## src/rtl/mdu_pkg.sv

```systemverilog
// Shared op codes, FSM states and width helpers for the HI/LO multiply/divide sequencer.
// The multiply-accumulate ops are only decoded when MDU_MADD_EN is defined.
package mdu_pkg;

  localparam int unsigned OpWidth = 4;

  typedef enum logic [3:0] {
    OpNop   = 4'd0,
    OpMult  = 4'd1,
    OpMultu = 4'd2,
    OpDiv   = 4'd3,
    OpDivu  = 4'd4,
    OpMthi  = 4'd5,
    OpMtlo  = 4'd6,
    OpMadd  = 4'd7,
    OpMaddu = 4'd8,
    OpMsub  = 4'd9,
    OpMsubu = 4'd10
  } mdu_op_e;

  typedef enum logic [1:0] {
    StIdle,
    StMul,
    StDiv,
    StWb
  } mdu_state_e;

  // Counter must hold DATA_WIDTH for the divide sign-fix cycle.
  function automatic int unsigned cnt_width(input int unsigned data_width);
    return $clog2(data_width + 1);
  endfunction

  function automatic logic is_mul_op(input logic [OpWidth-1:0] op);
`ifdef MDU_MADD_EN
    return op inside {OpMult, OpMultu, OpMadd, OpMaddu, OpMsub, OpMsubu};
`else
    return op inside {OpMult, OpMultu};
`endif
  endfunction

  function automatic logic is_div_op(input logic [OpWidth-1:0] op);
    return op inside {OpDiv, OpDivu};
  endfunction

  function automatic logic is_mt_op(input logic [OpWidth-1:0] op);
    return op inside {OpMthi, OpMtlo};
  endfunction

  function automatic logic is_signed_op(input logic [OpWidth-1:0] op);
    return op inside {OpMult, OpDiv, OpMadd, OpMsub};
  endfunction

endpackage

```

## src/rtl/mdu_div_step.sv

```systemverilog
// One restoring-divide iteration: shift the next dividend bit into the partial remainder and
// subtract the divisor when it fits, shifting the resulting quotient bit in.
module mdu_div_step #(
  parameter int unsigned DATA_WIDTH = 32
) (
  input  logic [DATA_WIDTH-1:0] rem_i,
  input  logic [DATA_WIDTH-1:0] quo_i,
  input  logic [DATA_WIDTH-1:0] div_i,
  output logic [DATA_WIDTH-1:0] rem_o,
  output logic [DATA_WIDTH-1:0] quo_o
);

  logic [DATA_WIDTH:0] trial;
  logic [DATA_WIDTH:0] diff;
  logic                fits;

  assign trial = {rem_i, quo_i[DATA_WIDTH-1]};
  assign fits  = trial >= {1'b0, div_i};
  assign diff  = trial - {1'b0, div_i};

  always_comb begin
    rem_o = fits ? diff[DATA_WIDTH-1:0] : trial[DATA_WIDTH-1:0];
    quo_o = {quo_i[DATA_WIDTH-2:0], fits};
  end

endmodule

```

## src/rtl/hilo_mdu_ctrl.sv

```systemverilog
// HI/LO multiply/divide sequencer owning the register file write port.
// Define MDU_MADD_EN to add MADD/MADDU/MSUB/MSUBU accumulate ops.
module hilo_mdu_ctrl
  import mdu_pkg::*;
#(
  parameter int unsigned DATA_WIDTH = 32,
  parameter int unsigned MUL_CYCLES = 2
) (
  input  logic                  clk,
  input  logic                  rst,
  input  logic                  start,
  input  logic [OpWidth-1:0]    op,
  input  logic                  flush,
  input  logic [DATA_WIDTH-1:0] src_a,
  input  logic [DATA_WIDTH-1:0] src_b,
  input  logic [DATA_WIDTH-1:0] hi_in,
  input  logic [DATA_WIDTH-1:0] lo_in,
  output logic                  busy,
  output logic                  done,
  output logic                  hilo_we,
  output logic [DATA_WIDTH-1:0] hi_o,
  output logic [DATA_WIDTH-1:0] lo_o
);

  localparam int unsigned DW   = DATA_WIDTH;
  localparam int unsigned CntW = cnt_width(DATA_WIDTH);

  mdu_state_e         state_q, state_d;
  logic [OpWidth-1:0] op_q, op_d;
  logic [DW-1:0]      a_q, a_d, b_q, b_d;
  logic [DW-1:0]      rem_q, rem_d, quo_q, quo_d;
  logic [DW-1:0]      hi_q, hi_d, lo_q, lo_d;
  logic [CntW-1:0]    cnt_q, cnt_d;
  logic               done_q, done_d, wb_q, wb_d;
`ifdef MDU_MADD_EN
  logic [DW-1:0]      acc_hi_q, acc_hi_d, acc_lo_q, acc_lo_d;
`endif

  logic          op_signed, a_neg, b_neg, accept;
  logic [DW-1:0] dvs_mag, step_rem, step_quo;
  logic [2*DW-1:0] mul_a, mul_b, product, mul_res;

  assign op_signed = is_signed_op(op_q);
  assign a_neg     = op_signed & a_q[DW-1];
  assign b_neg     = op_signed & b_q[DW-1];
  assign dvs_mag   = b_neg ? -b_q : b_q;

  // Extending to full width first makes the low 2*DW bits of the product correct either way.
  assign mul_a   = op_signed ? {{DW{a_q[DW-1]}}, a_q} : {{DW{1'b0}}, a_q};
  assign mul_b   = op_signed ? {{DW{b_q[DW-1]}}, b_q} : {{DW{1'b0}}, b_q};
  assign product = mul_a * mul_b;

`ifdef MDU_MADD_EN
  always_comb begin
    mul_res = product;
    case (op_q)
      OpMadd, OpMaddu: mul_res = {acc_hi_q, acc_lo_q} + product;
      OpMsub, OpMsubu: mul_res = {acc_hi_q, acc_lo_q} - product;
      default:         mul_res = product;
    endcase
  end
`else
  assign mul_res = product;
`endif

  mdu_div_step #(
    .DATA_WIDTH(DW)
  ) u_div_step (
    .rem_i(rem_q),
    .quo_i(quo_q),
    .div_i(dvs_mag),
    .rem_o(step_rem),
    .quo_o(step_quo)
  );

  assign accept  = start & ~flush & (state_q == StIdle)
                 & (is_mul_op(op) | is_div_op(op) | is_mt_op(op));
  assign busy    = (state_q == StMul) | (state_q == StDiv)
                 | (start & (state_q == StIdle) & (is_mul_op(op) | is_div_op(op)));
  assign hilo_we = wb_q & ~flush;
  assign done    = done_q;
  assign hi_o    = hi_q;
  assign lo_o    = lo_q;

  always_comb begin
    state_d = state_q;
    op_d    = op_q;
    a_d     = a_q;
    b_d     = b_q;
    rem_d   = rem_q;
    quo_d   = quo_q;
    hi_d    = hi_q;
    lo_d    = lo_q;
    cnt_d   = cnt_q;
    done_d  = 1'b0;
    wb_d    = 1'b0;
`ifdef MDU_MADD_EN
    acc_hi_d = acc_hi_q;
    acc_lo_d = acc_lo_q;
`endif
    if (flush) begin
      state_d = StIdle;
    end else begin
      unique case (state_q)
        StIdle: begin
          if (accept) begin
            op_d = op;
            a_d  = src_a;
            b_d  = src_b;
`ifdef MDU_MADD_EN
            acc_hi_d = hi_in;
            acc_lo_d = lo_in;
`endif
            if (is_mt_op(op)) begin
              state_d = StWb;
              done_d  = 1'b1;
              wb_d    = 1'b1;
              hi_d    = (op == OpMthi) ? src_a : hi_in;
              lo_d    = (op == OpMthi) ? lo_in : src_a;
            end else if (is_mul_op(op)) begin
              state_d = StMul;
              cnt_d   = CntW'(MUL_CYCLES - 1);
            end else begin
              state_d = StDiv;
              cnt_d   = '0;
              rem_d   = '0;
              quo_d   = (is_signed_op(op) && src_a[DW-1]) ? -src_a : src_a;
            end
          end
        end
        StMul: begin
          if (cnt_q == '0) begin
            state_d      = StWb;
            done_d       = 1'b1;
            wb_d         = 1'b1;
            {hi_d, lo_d} = mul_res;
          end else begin
            cnt_d = cnt_q - 1'b1;
          end
        end
        StDiv: begin
          if (cnt_q != CntW'(DW)) begin
            rem_d = step_rem;
            quo_d = step_quo;
            cnt_d = cnt_q + 1'b1;
          end else begin
            // Sign fix: remainder follows the dividend, quotient negated on sign mismatch.
            state_d = StWb;
            done_d  = 1'b1;
            wb_d    = 1'b1;
            hi_d    = a_neg ? -rem_q : rem_q;
            lo_d    = (a_neg ^ b_neg) ? -quo_q : quo_q;
          end
        end
        StWb: state_d = StIdle;
        default: state_d = StIdle;
      endcase
    end
  end

  always_ff @(posedge clk) begin
    if (rst) begin
      state_q <= StIdle;
      op_q    <= '0;
      a_q     <= '0;
      b_q     <= '0;
      rem_q   <= '0;
      quo_q   <= '0;
      hi_q    <= '0;
      lo_q    <= '0;
      cnt_q   <= '0;
      done_q  <= 1'b0;
      wb_q    <= 1'b0;
`ifdef MDU_MADD_EN
      acc_hi_q <= '0;
      acc_lo_q <= '0;
`endif
    end else begin
      state_q <= state_d;
      op_q    <= op_d;
      a_q     <= a_d;
      b_q     <= b_d;
      rem_q   <= rem_d;
      quo_q   <= quo_d;
      hi_q    <= hi_d;
      lo_q    <= lo_d;
      cnt_q   <= cnt_d;
      done_q  <= done_d;
      wb_q    <= wb_d;
`ifdef MDU_MADD_EN
      acc_hi_q <= acc_hi_d;
      acc_lo_q <= acc_lo_d;
`endif
    end
  end

endmodule

```

## config.mk

```make
export PLATFORM = sky130hd
export DESIGN_NAME = hilo_mdu_ctrl
export DESIGN_NICKNAME = d
export VERILOG_FILES = /design/src/rtl/mdu_pkg.sv /design/src/rtl/mdu_div_step.sv /design/src/rtl/hilo_mdu_ctrl.sv
export SDC_FILE = /design/constraint.sdc
export NUM_CORES = 2
export LEC_CHECK = 0
export BUFFER_PORTS_ARGS = -buffer_cell sky130_fd_sc_hd__buf_2
export CORE_MARGIN = 4
export CORE_UTILIZATION = 65
export DETAILED_ROUTE_END_ITERATION = 16
export PLACE_DENSITY = 0.81
export REMOVE_ABC_BUFFERS = 1
export SLEW_MARGIN = 20
export SYNTH_ARGS = -nofsm -noshare
export SYNTH_HDL_FRONTEND = slang
export SYNTH_SLANG_ARGS = --single-unit
```

## constraint.sdc

```tcl
create_clock -name clk -period 17.4 [get_ports clk]
set_clock_uncertainty 0.2 [all_clocks]
set_input_delay 1.74 -clock clk [delete_from_list [all_inputs] [get_ports clk]]
set_output_delay 1.74 -clock clk [all_outputs]
set_load 0.005 [all_outputs]
```

==> results.toml <==
[outcome]
status = "complete, no violations"

[critical_path]
r2r_end = "hi_o[30]"
cp_max_fo = 41
slowest_delay_ns = 0.87
rrSetupSlack_ns = 6.41
rr_startpoint = "op_q[1]"
crit_required_ns = 17.66
path_class = "reg -> reg"
rr_worst_depth = 30
cp_slowest_cell = "fa_1"
cp_data_arrival_time_ns = 11.25
start_kind = "flop"
end_kind = "flop"
critPathMostFrequentCell = "fa_1"

[hold_path]
min_from = "b_q[30]"
min_path_type = "reg -> reg"
whs_path_depth = 2
whs_endpoint = "b_q[30]"

[power]
powerDensity_nw_per_um2 = 24.4
pwr-share-clk_pct = 34.5
p_leak_nw = 33.0
power_switching_w = 0.000615
pwr-share-seq_pct = 32.5
irDropWorstVdd_v = 0.0000694
p_sw_share_pct = 39.3
pwr-share-comb_pct = 33.1
internal_power_w = 0.000950

[cts]
h-tree-depth = 1
cts_setup_buffers = 0
clock-sinks = 205
clk_latency_ns = 0.58
cts-root-buf = "clkbuf_16"
ctsResizeCount = 0
clockBufferDepth = 3
numCtsBuffers = 23
cts_hold_buf = 0
cts_tree = "done"
clkTransAtPathRegs_ns = 0.07

[grt]
grt_max_degree = 114
grt_usage_pct = 38.5
grt_use_met2_pct = 61.4
global_route.usage.met1_pct = 50.1
grt_busiest_layer = "met2"
overflow = 0
grt_pass1_wl_um = 293000
use_met3_pct = 7.09
first_global_vias = 52300
antenna_found_initial = 8

[sta]
slew_headroom_pct = 24.1
setup-violations-final = 0
hold_ws_ns = 0.254
drv_slew = 0
period_needed_ns = 10.99
worstMarginPinSlew_ns = 1.11
rsz0062_at_grt = "no"
hold_viol = 0
fin_crit_sh_pct = 63.2
max_freq_mhz = 91.0
fin_setup_tns_ns = 0

[die]
rows = 112
die_area_um2 = 99700
die_h_um = 316
num_io_pins = 203
core-area_um2 = 93600
die_x_um = 316
initial_utilization_pct = 65.8

[routing]
drt_first_pass_iters = 6
drt_iter0_drc = 4615
drcViolationCount = 0
ant_nets = 0
via_count = 48800
via_per_inst = 5.92
routed_wirelength_um = 186000
avgRoutedWirePerCell_um = 22.5

[placed_design]
io_buffers = 202
dpl.hpwl_um = 149000
placed_area_um2 = 63300
gp_congestion = 1.01

[synth]
ys.flop_type = "dfxtp_1"
syn_area_per_cell_um2 = 8.70
postSynthCellCount = 7075
synth-seq-area-share_pct = 6.66
synth_area_um2 = 61600
synth_edf_count = 0
yosys_warnings = 0
synth_cell_type_count = 95
synth.ff_latch_count = 205
async_reset_ff_share_pct = 0

[flow_run]
cap_viol_max_count = 0

[final_layout]
syn_to_final_growth_pct = 4.10
fin_nets = 8891
final_util_pct = 68.5
stdcell_area_um2 = 64100
drive_gt1_share_pct = 5.67
-- per-stage QoR --
| step | cells | setup WS [ns] | power (W) |
|---|---|---|---|
| after detailed placement | 8211 | 6.60 | 0.00102 |
| after floorplan | 6666 | 4.54 | 0.000815 |
| final | 8255 | 6.41 | 0.00157 |
| after global placement | 8211 | 6.84 | 0.00101 |
| after global routing | 8253 | 5.89 | 0.00162 |
| after CTS | 8253 | 6.55 | 0.00155 |
-- metal layers --
metal  wire, µm  vias to the layer above
met5          0                        -
met4      13000                        0
met3      17800                      656
met2      85900                     2605
met1      69100                    24600
li1           -                    21000
-- cell usage after synthesis (5+ instances only) --
library cell | instances | area share, %
inv_1 | 1624 | 9.9
fa_1 | 1421 | 46
nand2_1 | 1131 | 6.9
and2_1 | 353 | 3.6
ha_1 | 352 | 7.2
clkbuf_1 | 336 | 2.0
a21oi_1 | 312 | 2.5
dfxtp_1 | 205 | 6.7
nor2_1 | 190 | 1.2
xnor2_1 | 174 | 2.5
o21ai_0 | 142 | 1.2
xor2_1 | 91 | 1.3
a21o_1 | 64 | 0.78
mux2i_1 | 56 | 0.91
buf_1 | 53 | 0.32
a211oi_1 | 39 | 0.48
a221oi_1 | 39 | 0.55
nor3_1 | 38 | 0.31
nor2b_1 | 32 | 0.33
nand3_1 | 30 | 0.24
and3_1 | 28 | 0.28
nor4_1 | 28 | 0.28
o31ai_1 | 26 | 0.32
a31oi_1 | 24 | 0.24
nand4_1 | 20 | 0.20
o21bai_1 | 20 | 0.24
buf_2 | 19 | 0.15
nand2b_1 | 19 | 0.19
a2111oi_0 | 15 | 0.21
o211ai_1 | 13 | 0.16
o21a_1 | 13 | 0.16
o21ai_1 | 13 | 0.11
o41ai_1 | 10 | 0.14
mux2_2 | 9 | 0.16
or3_1 | 9 | 0.091
a22oi_1 | 8 | 0.098
or2_2 | 7 | 0.071
or4_1 | 7 | 0.085
a22o_1 | 6 | 0.085
o22ai_1 | 5 | 0.051
o31a_1 | 5 | 0.071
-- power groups by stage --
stage | logic, W | registers, W | clock network (W)
after CTS | 0.000504 | 0.000507 | 0.000539
after global placement | 0.000494 | 0.000517 | 0
after global routing | 0.000555 | 0.000510 | 0.000560
after detailed placement | 0.000501 | 0.000518 | 0
final | 0.000518 | 0.000508 | 0.000539
after floorplan | 0.000278 | 0.000537 | 0
-- flip-flops by register name, indices dropped and copies added, names as in the netlist --
| register | flops |
|---|---|
| a_q | 32 |
| b_q | 32 |
| cnt_q | 6 |
| hi_o | 32 |
| lo_o | 32 |
| op_q | 4 |
| quo_q | 32 |
| rem_q | 32 |
| state_q | 2 |
| wb_q | 1 |
-- logic make-up after synthesis --
| logic type | share of synthesized area, % |
|---|---|
| AOI/OAI and AO/OA | 8.52 |
| muxes | 1.07 |
| buffers and inverters | 12.4 |
| DFF | 6.66 |
| adders and majority gates | 53.4 |
| and+or+nand+nor | 14.1 |
| xor gates and xnor gates | 3.77 |
-- layout make-up --
class	instances	area [µm²]
Timing Repair Buffer	291	1690
Clock inverter	9	123
Clock buffer	33	663
Inverter	1625	6100
Tap cell	1254	1570
Antenna cell	2	5.00
Sequential cell	205	4100
Multi-Input combinational cell	4836	49900
Fill cell	7534	29500
-- how the worst max path moves through the flow --
stage                 start  endpoint  slack, ns  cells past startpoint
floorplan             op[3]  hi_o[29]       4.54                      5
CTS                 op_q[1]  hi_o[30]       6.55                     30
global route        op_q[1]  hi_o[30]       5.89                     30
detailed placement  op_q[1]  hi_o[30]       6.60                     30
finish              op_q[1]  hi_o[30]       6.41                     30
global placement    a_q[31]  hi_o[30]       6.84                     29
-- cells in the final DEF, fill, tap and decap left out, types with 32 or more instances in the layout --
cell      synthesis  final
inv_1          1624   1622
a221oi_1         39     39
dfxtp_1         205    205
nor2b_1          32     32
mux2i_1          56     56
a21oi_1         312    312
buf_2            19    201
ha_1            352    349
nor2_1          190    188
xor2_1           91     91
fa_1           1421   1421
xnor2_1         174    174
a21o_1           64     64
and2_1          353    353
buf_4             1     89
nor3_1           38     38
o21ai_0         142    142
a211oi_1         39     39
nand2_1        1131   1131
-- worst max-delay path, delay by kind of cell (launching register included) --
| family | cells | cell delay [ns] |
|---|---|---|
| buffers and inverters | 6 | 1.09 |
| muxes | 1 | 0.39 |
| AOI/OAI and AO/OA | 5 | 0.82 |
| DFF | 1 | 0.35 |
| xor gates and xnor gates | 1 | 0.16 |
| and+or+nand+nor | 6 | 1.83 |
| adders and majority gates | 11 | 6.01 |
Note: power is estimated with default switching activity, not from simulation.
